===== src/rtl/iob_axis_s_axi_m_read_sched.sv =====
// rtl/iob_axis_s_axi_m_read_sched.sv - round-robin job scheduler sharing one AXI-read-to-stream DMA
// Grants one (addr, len) job at a time, launches the DMA, counts stream beats, reports completion.
module iob_axis_s_axi_m_read_sched #(
  parameter int N_REQ      = 2,
  parameter int AXI_ADDR_W = 32,
  parameter int AXI_LEN_W  = 8,
  parameter int RLEN_W     = 16,
  localparam int OWN_W     = (N_REQ > 1) ? $clog2(N_REQ) : 1
) (
  input  logic                        clk_i,
  input  logic                        cke_i,
  input  logic                        arst_n_i,
  input  logic [N_REQ-1:0]            req_valid_i,
  input  logic [N_REQ*AXI_ADDR_W-1:0] req_addr_i,
  input  logic [N_REQ*RLEN_W-1:0]     req_len_i,
  output logic [N_REQ-1:0]            req_ready_o,
  output logic [N_REQ-1:0]            req_done_o,
  output logic [OWN_W-1:0]            owner_o,
  output logic                        busy_o,
  input  logic [AXI_LEN_W:0]          max_len_i,
  output logic [AXI_ADDR_W-1:0]       r_addr_o,
  output logic [RLEN_W-1:0]           r_length_o,
  output logic [AXI_LEN_W:0]          r_max_len_o,
  output logic                        r_start_transfer_o,
  input  logic                        r_busy_i,
  input  logic [RLEN_W-1:0]           r_remaining_data_i,
  input  logic                        axis_tvalid_i,
  input  logic                        axis_tready_i
);

  typedef enum logic [1:0] {S_IDLE, S_LAUNCH, S_WAIT, S_DONE} state_t;

  state_t                state_q, state_d;
  logic [OWN_W-1:0]      owner_q, owner_d;
  logic [OWN_W-1:0]      last_q, last_d;
  logic [AXI_ADDR_W-1:0] addr_q, addr_d;
  logic [RLEN_W-1:0]     len_q, len_d;
  logic [RLEN_W-1:0]     beat_cnt_q, beat_cnt_d;
  logic [AXI_LEN_W:0]    max_len_q, max_len_d;

  logic [OWN_W-1:0]      pick_idx;
  logic                  pick_found;
  logic [RLEN_W-1:0]     pick_len;
  logic [AXI_ADDR_W-1:0] pick_addr;
  logic                  act;
  logic                  unused_remaining;

  // Pulses must not be offered while the registers cannot take the transition.
  assign act              = cke_i & arst_n_i;
  assign unused_remaining = ^r_remaining_data_i;

  // First valid requester after the last grant, wrapping around.
  always_comb begin : rr_pick
    int idx;
    idx        = 0;
    pick_idx   = '0;
    pick_found = 1'b0;
    for (int i = 1; i <= N_REQ; i++) begin
      idx = int'(last_q) + i;
      if (idx >= N_REQ) idx = idx - N_REQ;
      if (!pick_found && req_valid_i[idx]) begin
        pick_found = 1'b1;
        pick_idx   = OWN_W'(idx);
      end
    end
  end

  assign pick_len  = req_len_i[int'(pick_idx)*RLEN_W +: RLEN_W];
  assign pick_addr = req_addr_i[int'(pick_idx)*AXI_ADDR_W +: AXI_ADDR_W];

  always_comb begin
    state_d            = state_q;
    owner_d            = owner_q;
    last_d             = last_q;
    addr_d             = addr_q;
    len_d              = len_q;
    max_len_d          = max_len_q;
    beat_cnt_d         = beat_cnt_q;
    req_ready_o        = '0;
    req_done_o         = '0;
    r_start_transfer_o = 1'b0;
    case (state_q)
      S_IDLE: begin
        if (pick_found) begin
          req_ready_o[pick_idx] = act;
          addr_d                = pick_addr;
          len_d                 = pick_len;
          max_len_d             = max_len_i;
          owner_d               = pick_idx;
          last_d                = pick_idx;
          state_d               = (pick_len == '0) ? S_DONE : S_LAUNCH;
        end
      end
      S_LAUNCH: begin
        if (!r_busy_i) begin
          r_start_transfer_o = cke_i;
          beat_cnt_d         = '0;
          state_d            = S_WAIT;
        end
      end
      S_WAIT: begin
        // Saturate at the job length so trailing handshakes cannot wrap the count.
        if (axis_tvalid_i && axis_tready_i && (beat_cnt_q != len_q))
          beat_cnt_d = beat_cnt_q + 1'b1;
        if ((beat_cnt_q == len_q) && !r_busy_i)
          state_d = S_DONE;
      end
      S_DONE: begin
        req_done_o[owner_q] = cke_i;
        state_d             = S_IDLE;
      end
      default: state_d = S_IDLE;
    endcase
  end

  always_ff @(posedge clk_i or negedge arst_n_i) begin
    if (!arst_n_i) begin
      state_q    <= S_IDLE;
      owner_q    <= '0;
      last_q     <= OWN_W'(N_REQ - 1);
      addr_q     <= '0;
      len_q      <= '0;
      max_len_q  <= '0;
      beat_cnt_q <= '0;
    end else if (cke_i) begin
      state_q    <= state_d;
      owner_q    <= owner_d;
      last_q     <= last_d;
      addr_q     <= addr_d;
      len_q      <= len_d;
      max_len_q  <= max_len_d;
      beat_cnt_q <= beat_cnt_d;
    end
  end

  assign owner_o     = owner_q;
  assign busy_o      = (state_q != S_IDLE);
  assign r_addr_o    = addr_q;
  assign r_length_o  = len_q;
  assign r_max_len_o = max_len_q;

endmodule

===== config.mk =====
export PLATFORM = sky130hd
export DESIGN_NAME = iob_axis_s_axi_m_read_sched
export DESIGN_NICKNAME = d
export VERILOG_FILES = /design/src/rtl/iob_axis_s_axi_m_read_sched.sv
export SDC_FILE = /design/constraint.sdc
export NUM_CORES = 1
export LEC_CHECK = 0
export CELL_PAD_IN_SITES_DETAIL_PLACEMENT = 1
export CELL_PAD_IN_SITES_GLOBAL_PLACEMENT = 2
export CORE_ASPECT_RATIO = 2
export CORE_UTILIZATION = 23
export CTS_CLUSTER_DIAMETER = 40
export DETAILED_ROUTE_END_ITERATION = 7
export PLACE_DENSITY_LB_ADDON = 0.2
export SLEW_MARGIN = 10
export SYNTH_ARGS = -nofsm -noshare
export SYNTH_HDL_FRONTEND = slang
export SYNTH_SLANG_ARGS = --single-unit

===== constraint.sdc =====
create_clock -name clk_i -period 2.7 [get_ports clk_i]
set_input_delay 0.405 -clock clk_i [delete_from_list [all_inputs] [get_ports clk_i]]
set_output_delay 0.405 -clock clk_i [all_outputs]
set_load 0.02 [all_outputs]

# Yosys cells after proc, flatten, opt, wreduce, memory -nomap -nowiden
# Index checks and enable logic that the tools add are counted.
[word_totals]
regBits = 77
inputBits = 129
out_inout_bits = 64
word_cells = 78
[classes]
add_sub_neg = 5
n_lt_le_gt_ge = 8
eq_ne = 9
shifts = 2
n_mux = 29
bitwise_logic = 3
reduce_logical = 15
[ops]
columns = ["cell", "count"]
rows = [
  ["32-bit by 3-bit less-than comparator with 1-bit output, second input constant", 2],
  ["32-bit two-way mux", 2],
  ["64-bit by 7-bit indexed part select with 32-bit output", 1],
  ["16-bit two-way mux", 2],
  ["16-bit one-hot mux with 2 select lines", 1],
  ["32-bit by 6-bit indexed part select with 16-bit output", 1],
  ["16-bit by 1-bit adder with 16-bit output, second input constant", 1],
  ["16-bit equality test", 1],
  ["16-bit logical NOT", 1],
  ["16-bit != test", 1],
  ["1-bit two-way mux", 14],
  ["2-bit two-way mux", 7],
  ["2-bit != test, second input constant", 4],
  ["2-bit one-hot mux with 4 select lines", 1],
  ["4-bit AND reduction", 2],
  ["1-bit logical AND", 6],
  ["2-bit AND", 2],
  ["2-bit equality test, second input constant", 2],
  ["1-bit by 2-bit less-than comparator with 1-bit output, second input constant", 2],
  ["2-bit nonzero test", 2],
  ["3-bit by 2-bit subtractor with 4-bit output, second input constant", 1],
  ["1-bit by 2-bit adder with 3-bit output, second input constant", 1],
  ["3-bit by 2-bit >= comparator with 1-bit output, second input constant", 1],
  ["3-bit AND reduction", 1],
  ["other kinds (9)", 12],
]

# Depth between registers and ports, before layout
[logic_depth]
depth_word = 17
depth_mapped = 9
mapped_depth_nobuf = 8

# Worst setup path before layout
# Ideal clock, no wire load.
[synth_timing]
kind = "register to output"
start = "register state_q[0]"
end = "output port req_ready_o[0]"
arrival_ns = 1.813
required_time_ns = 2.295
path_slack_ns = 0.482
path_stages_with_launch = 7
n_path_buf = 1
cell_sequence = "dfrtp_1 -> inv_1 -> ha_1 -> and2_0 -> o21ai_1 -> clkbuf_1 -> nor3b_1"
[synth_via]
elab_chain_cells = 2
[synth_lines]
columns = ["item", "line_no", "text"]
rows = [
  ["start, declared", "33", "state_t state_q, state_d;"],
  ["start signal, assigned", "126", "state_q <= state_d;"],
  ["2-bit logical NOT", "82", "case (state_q)"],
  ["2-bit two-way mux", "82", ""],
  ["end, declared", "16", "output logic [N_REQ-1:0] req_ready_o,"],
]
# Every way passes these cells.

# Final worst setup path
[layout_timing]
start = "register state_q[0]"
end = "output port req_ready_o[1]"
# Same word-level chain as after synthesis.

==> out/qor.yml <==
clk_pin_slew_worst_paths_ns: 0.06
synth_top_cell_by_area: "dfrtp_1"
die_area_um2: 17500
vias: 3523
cts_buffers: 9
tightest_slew_ns: 0.928
area_growth_pct: 61.9
ios: 193
syn_inst: 384
worstSkewPairLatency_ns: 0.33
criticalPathCategory: "flip-flop to output pin"
cts_max_path_buffers: 2
htreeDepth: 3
fin_crit_sh_pct: 96.0
portBuffers: 176
cts_sinks: 77
slew_violations: 0
grt_pass1_wl_mm: 20.8
drc: 0
initial_utilization_pct: 23.4
synth-compound-area-share_pct: 10.3
synth_xor_area_share_pct: 4.27
viasPerCell: 4.55
worst-endpoint-required_ns: 2.30
synth_nets: 518
antenna_left: 0
syn_area_per_cell_um2: 10.1
rr_worst_depth: 7
drive_gt1_share_pct: 8.10
maxSlewHeadroom_pct: 38.1
ys_types: 38
fin_util_pct: 37.8
cts_tree: "done"
outcome: "completed"
synth.area.mux_share_pct: 15.7
cp_max_fo: 4
die_height_um: 186
post_cts_buffers: 0
wl_per_cell_um: 17.8
finClkSkew_ns: 0.00971
ys_seq_area_share_pct: 49.5
dp_hpwl_mm: 11.1
yosysTopAreaCellShare_pct: 48.8
drt-total-wl_mm: 13.8
synth_top_family_by_area: "simple AND/OR/NAND/NOR gates"
max_cap_viol_count: 0
finalSetupViolations: 0
place.gp.congestion: 0.787
crit_arrival_ns: 2.19
cts_root_buffer: "clkbuf_16"
peakVddDrop_v: 0.000375
cellPowerDensity_nw_per_um2: 946
antenna_found_initial: 0
finalNonFillerCells: 775
max_freq_mhz: 386
core_area_um2: 16700
rows: 67
cp-start-kind: "flip-flop"
ys_seq_elements: 77
period_minus_slack_ns: 2.59
hold_viol: 0
holdWs_ns: 0.454
antenna_cells: 0
drt_iter0_markers: 93
final_nets: 699
placed_cells: 760
die_x_um: 94.0
endpoint_kind: "output pin"
grt_overflow: 0
n_fill_cell: 1869
synthesis.area_um2: 3900
rr_endpoint: "beat_cnt_q[6]$_DFFE_PN0P_"
r2r_slack_ns: 0.42
grt_pass1_vias: 3884
synth_adder_area_share_pct: 1.61
synth.yosys.warnings: 0
r2r-start: "beat_cnt_q[7]$_DFFE_PN0P_"
setup-tns-final_ns: 0
grt_setup_unrepaired: "false"
drt-pass1-iter-count: 4
ys_top_cells_by_area: "dfrtp_1 49%, mux2i_1 13%, o21ai_0 7.2%"
leakagePower_nw: 2.77
grt_max_degree: 107
synthSimpleGateAreaFrac_pct: 16.1
min_path_type: "input pin to asynchronous set/reset pin"
grt_use_total_pct: 16.4
logic make-up after synthesis:
| family | count (synthesis) |
|---|---|
| buf+inv | 24 |
| fa+ha+maj | 5 |
| compound gates | 77 |
| flops | 77 |
| mux | 60 |
| xor+xnor | 19 |
| simple gates | 122 |
cells in the mapped netlist:
master / count
nor4_1: 9
nand2_1: 64
ha_1: 5
a22o_1: 1
nor3b_1: 1
nor2_4: 1
mux2_2: 10
and4_4: 1
nand3_1: 7
nor3_1: 3
nor2_1: 8
nand2b_1: 1
or3_1: 4
and2_1: 1
a21boi_0: 1
or4_1: 5
o31ai_1: 1
mux2i_1: 50
clkbuf_2: 1
nand4_2: 1
nand4_1: 5
clkbuf_1: 13
and2_0: 2
o21ai_1: 1
dfstp_2: 1
xor2_1: 19
dfrtp_1: 76
buf_2: 5
a21oi_1: 11
nand3b_1: 1
nand4_4: 2
inv_1: 5
and3_1: 4
or2_2: 1
o211ai_1: 1
o21ai_0: 56
a31oi_1: 5
or3_2: 1
repair_timing:
action                                  CTS  global route
resized for setup                         1             1
hold buffers                              1             0
gates cloned                              0             0
pin swaps                                 0             0
hold endpoints to repair                  8             0
endpoints found under the setup margin    1             1
registers in the layout, summed over array words and instances (netlist names):
name and count:
beat_cnt_q 16, last_q 1, owner_o 1, r_addr_o 32, r_length_o 16, r_max_len_o 9, state_q 2
cell type report:
class | count | area, um2 | share of cell area (%)
well taps | 207 | 259 | 4.10
clock buffers | 10 | 229 | 3.63
repair buffers | 189 | 1880 | 29.8
inverters | 5 | 18.8 | 0.297
flip-flops and latches | 77 | 1930 | 30.6
clock inverters | 4 | 98.8 | 1.57
multi-input cells | 283 | 1890 | 30.0
critical path: stages (launching register included):
cell,delay [ns]
dfrtp_1,0.40
inv_1,0.12
ha_1,0.23
and2_1,0.21
buf_4,0.15
and3_1,0.15
clkdlybuf4s50_1,0.60
per-stage QoR:
step | power, mW | area, um2 | worst slack (ns)
final | 5.97 | 6310 | 0.109
after global placement | 4.65 | 5970 | 0.189
after CTS | 6.09 | 6310 | 0.0304
after floorplan | 3.22 | 3900 | 0.482
after detailed placement | 4.70 | 5970 | 0.169
after global routing | 6.34 | 6310 | 0.0103
metal layers:
| layer | part of all wire, % | GRT usage, % |
|---|---|---|
| met1 | 32 | 14.7 |
| met2 | 60 | 33.0 |
| met5 | 0 | 0 |
| met3 | 5.7 | 4.78 |
| met4 | 2.2 | 6.52 |
worst max path at each step:
stage	startpoint	endpoint	slack [ns]	cells after the start
final	state_q[0]$_DFFE_PN0P_	req_ready_o[1]	0.11	6
after global routing	state_q[0]$_DFFE_PN0P_	req_ready_o[1]	0.01	6
after CTS	state_q[0]$_DFFE_PN0P_	req_ready_o[1]	0.03	6
after detailed placement	req_valid_i[1]	state_q[1]$_DFFE_PN0P_	0.17	7
after global placement	req_len_i[24]	state_q[1]$_DFFE_PN0P_	0.19	7
after floorplan	state_q[0]$_DFFE_PN0P_	req_ready_o[0]	0.48	6
placed cells by master, fill, tap and decap left out, drive strengths merged, types with 7 or more instances in the layout:
cell type      netlist  routed
a21oi               11      11
nor4                 9       9
clkdlybuf4s50        0     174
mux2i               50      50
nand4                8       8
xor2                19      19
dfrtp               76      76
mux2                10      10
o21ai               57      57
nand3                7       7
buf                  5      13
nor2                 9       9
nand2               64      64
clkbuf              14      10
power by group:
| group | switching, mW | internal [mW] |
|---|---|---|
| clock | 0.462 | 0.895 |
| sequential | 0.322 | 1.60 |
| combinational | 1.40 | 1.29 |
| total | 2.18 | 3.79 |
No activity file was read; power rests on OpenSTA's default activity.
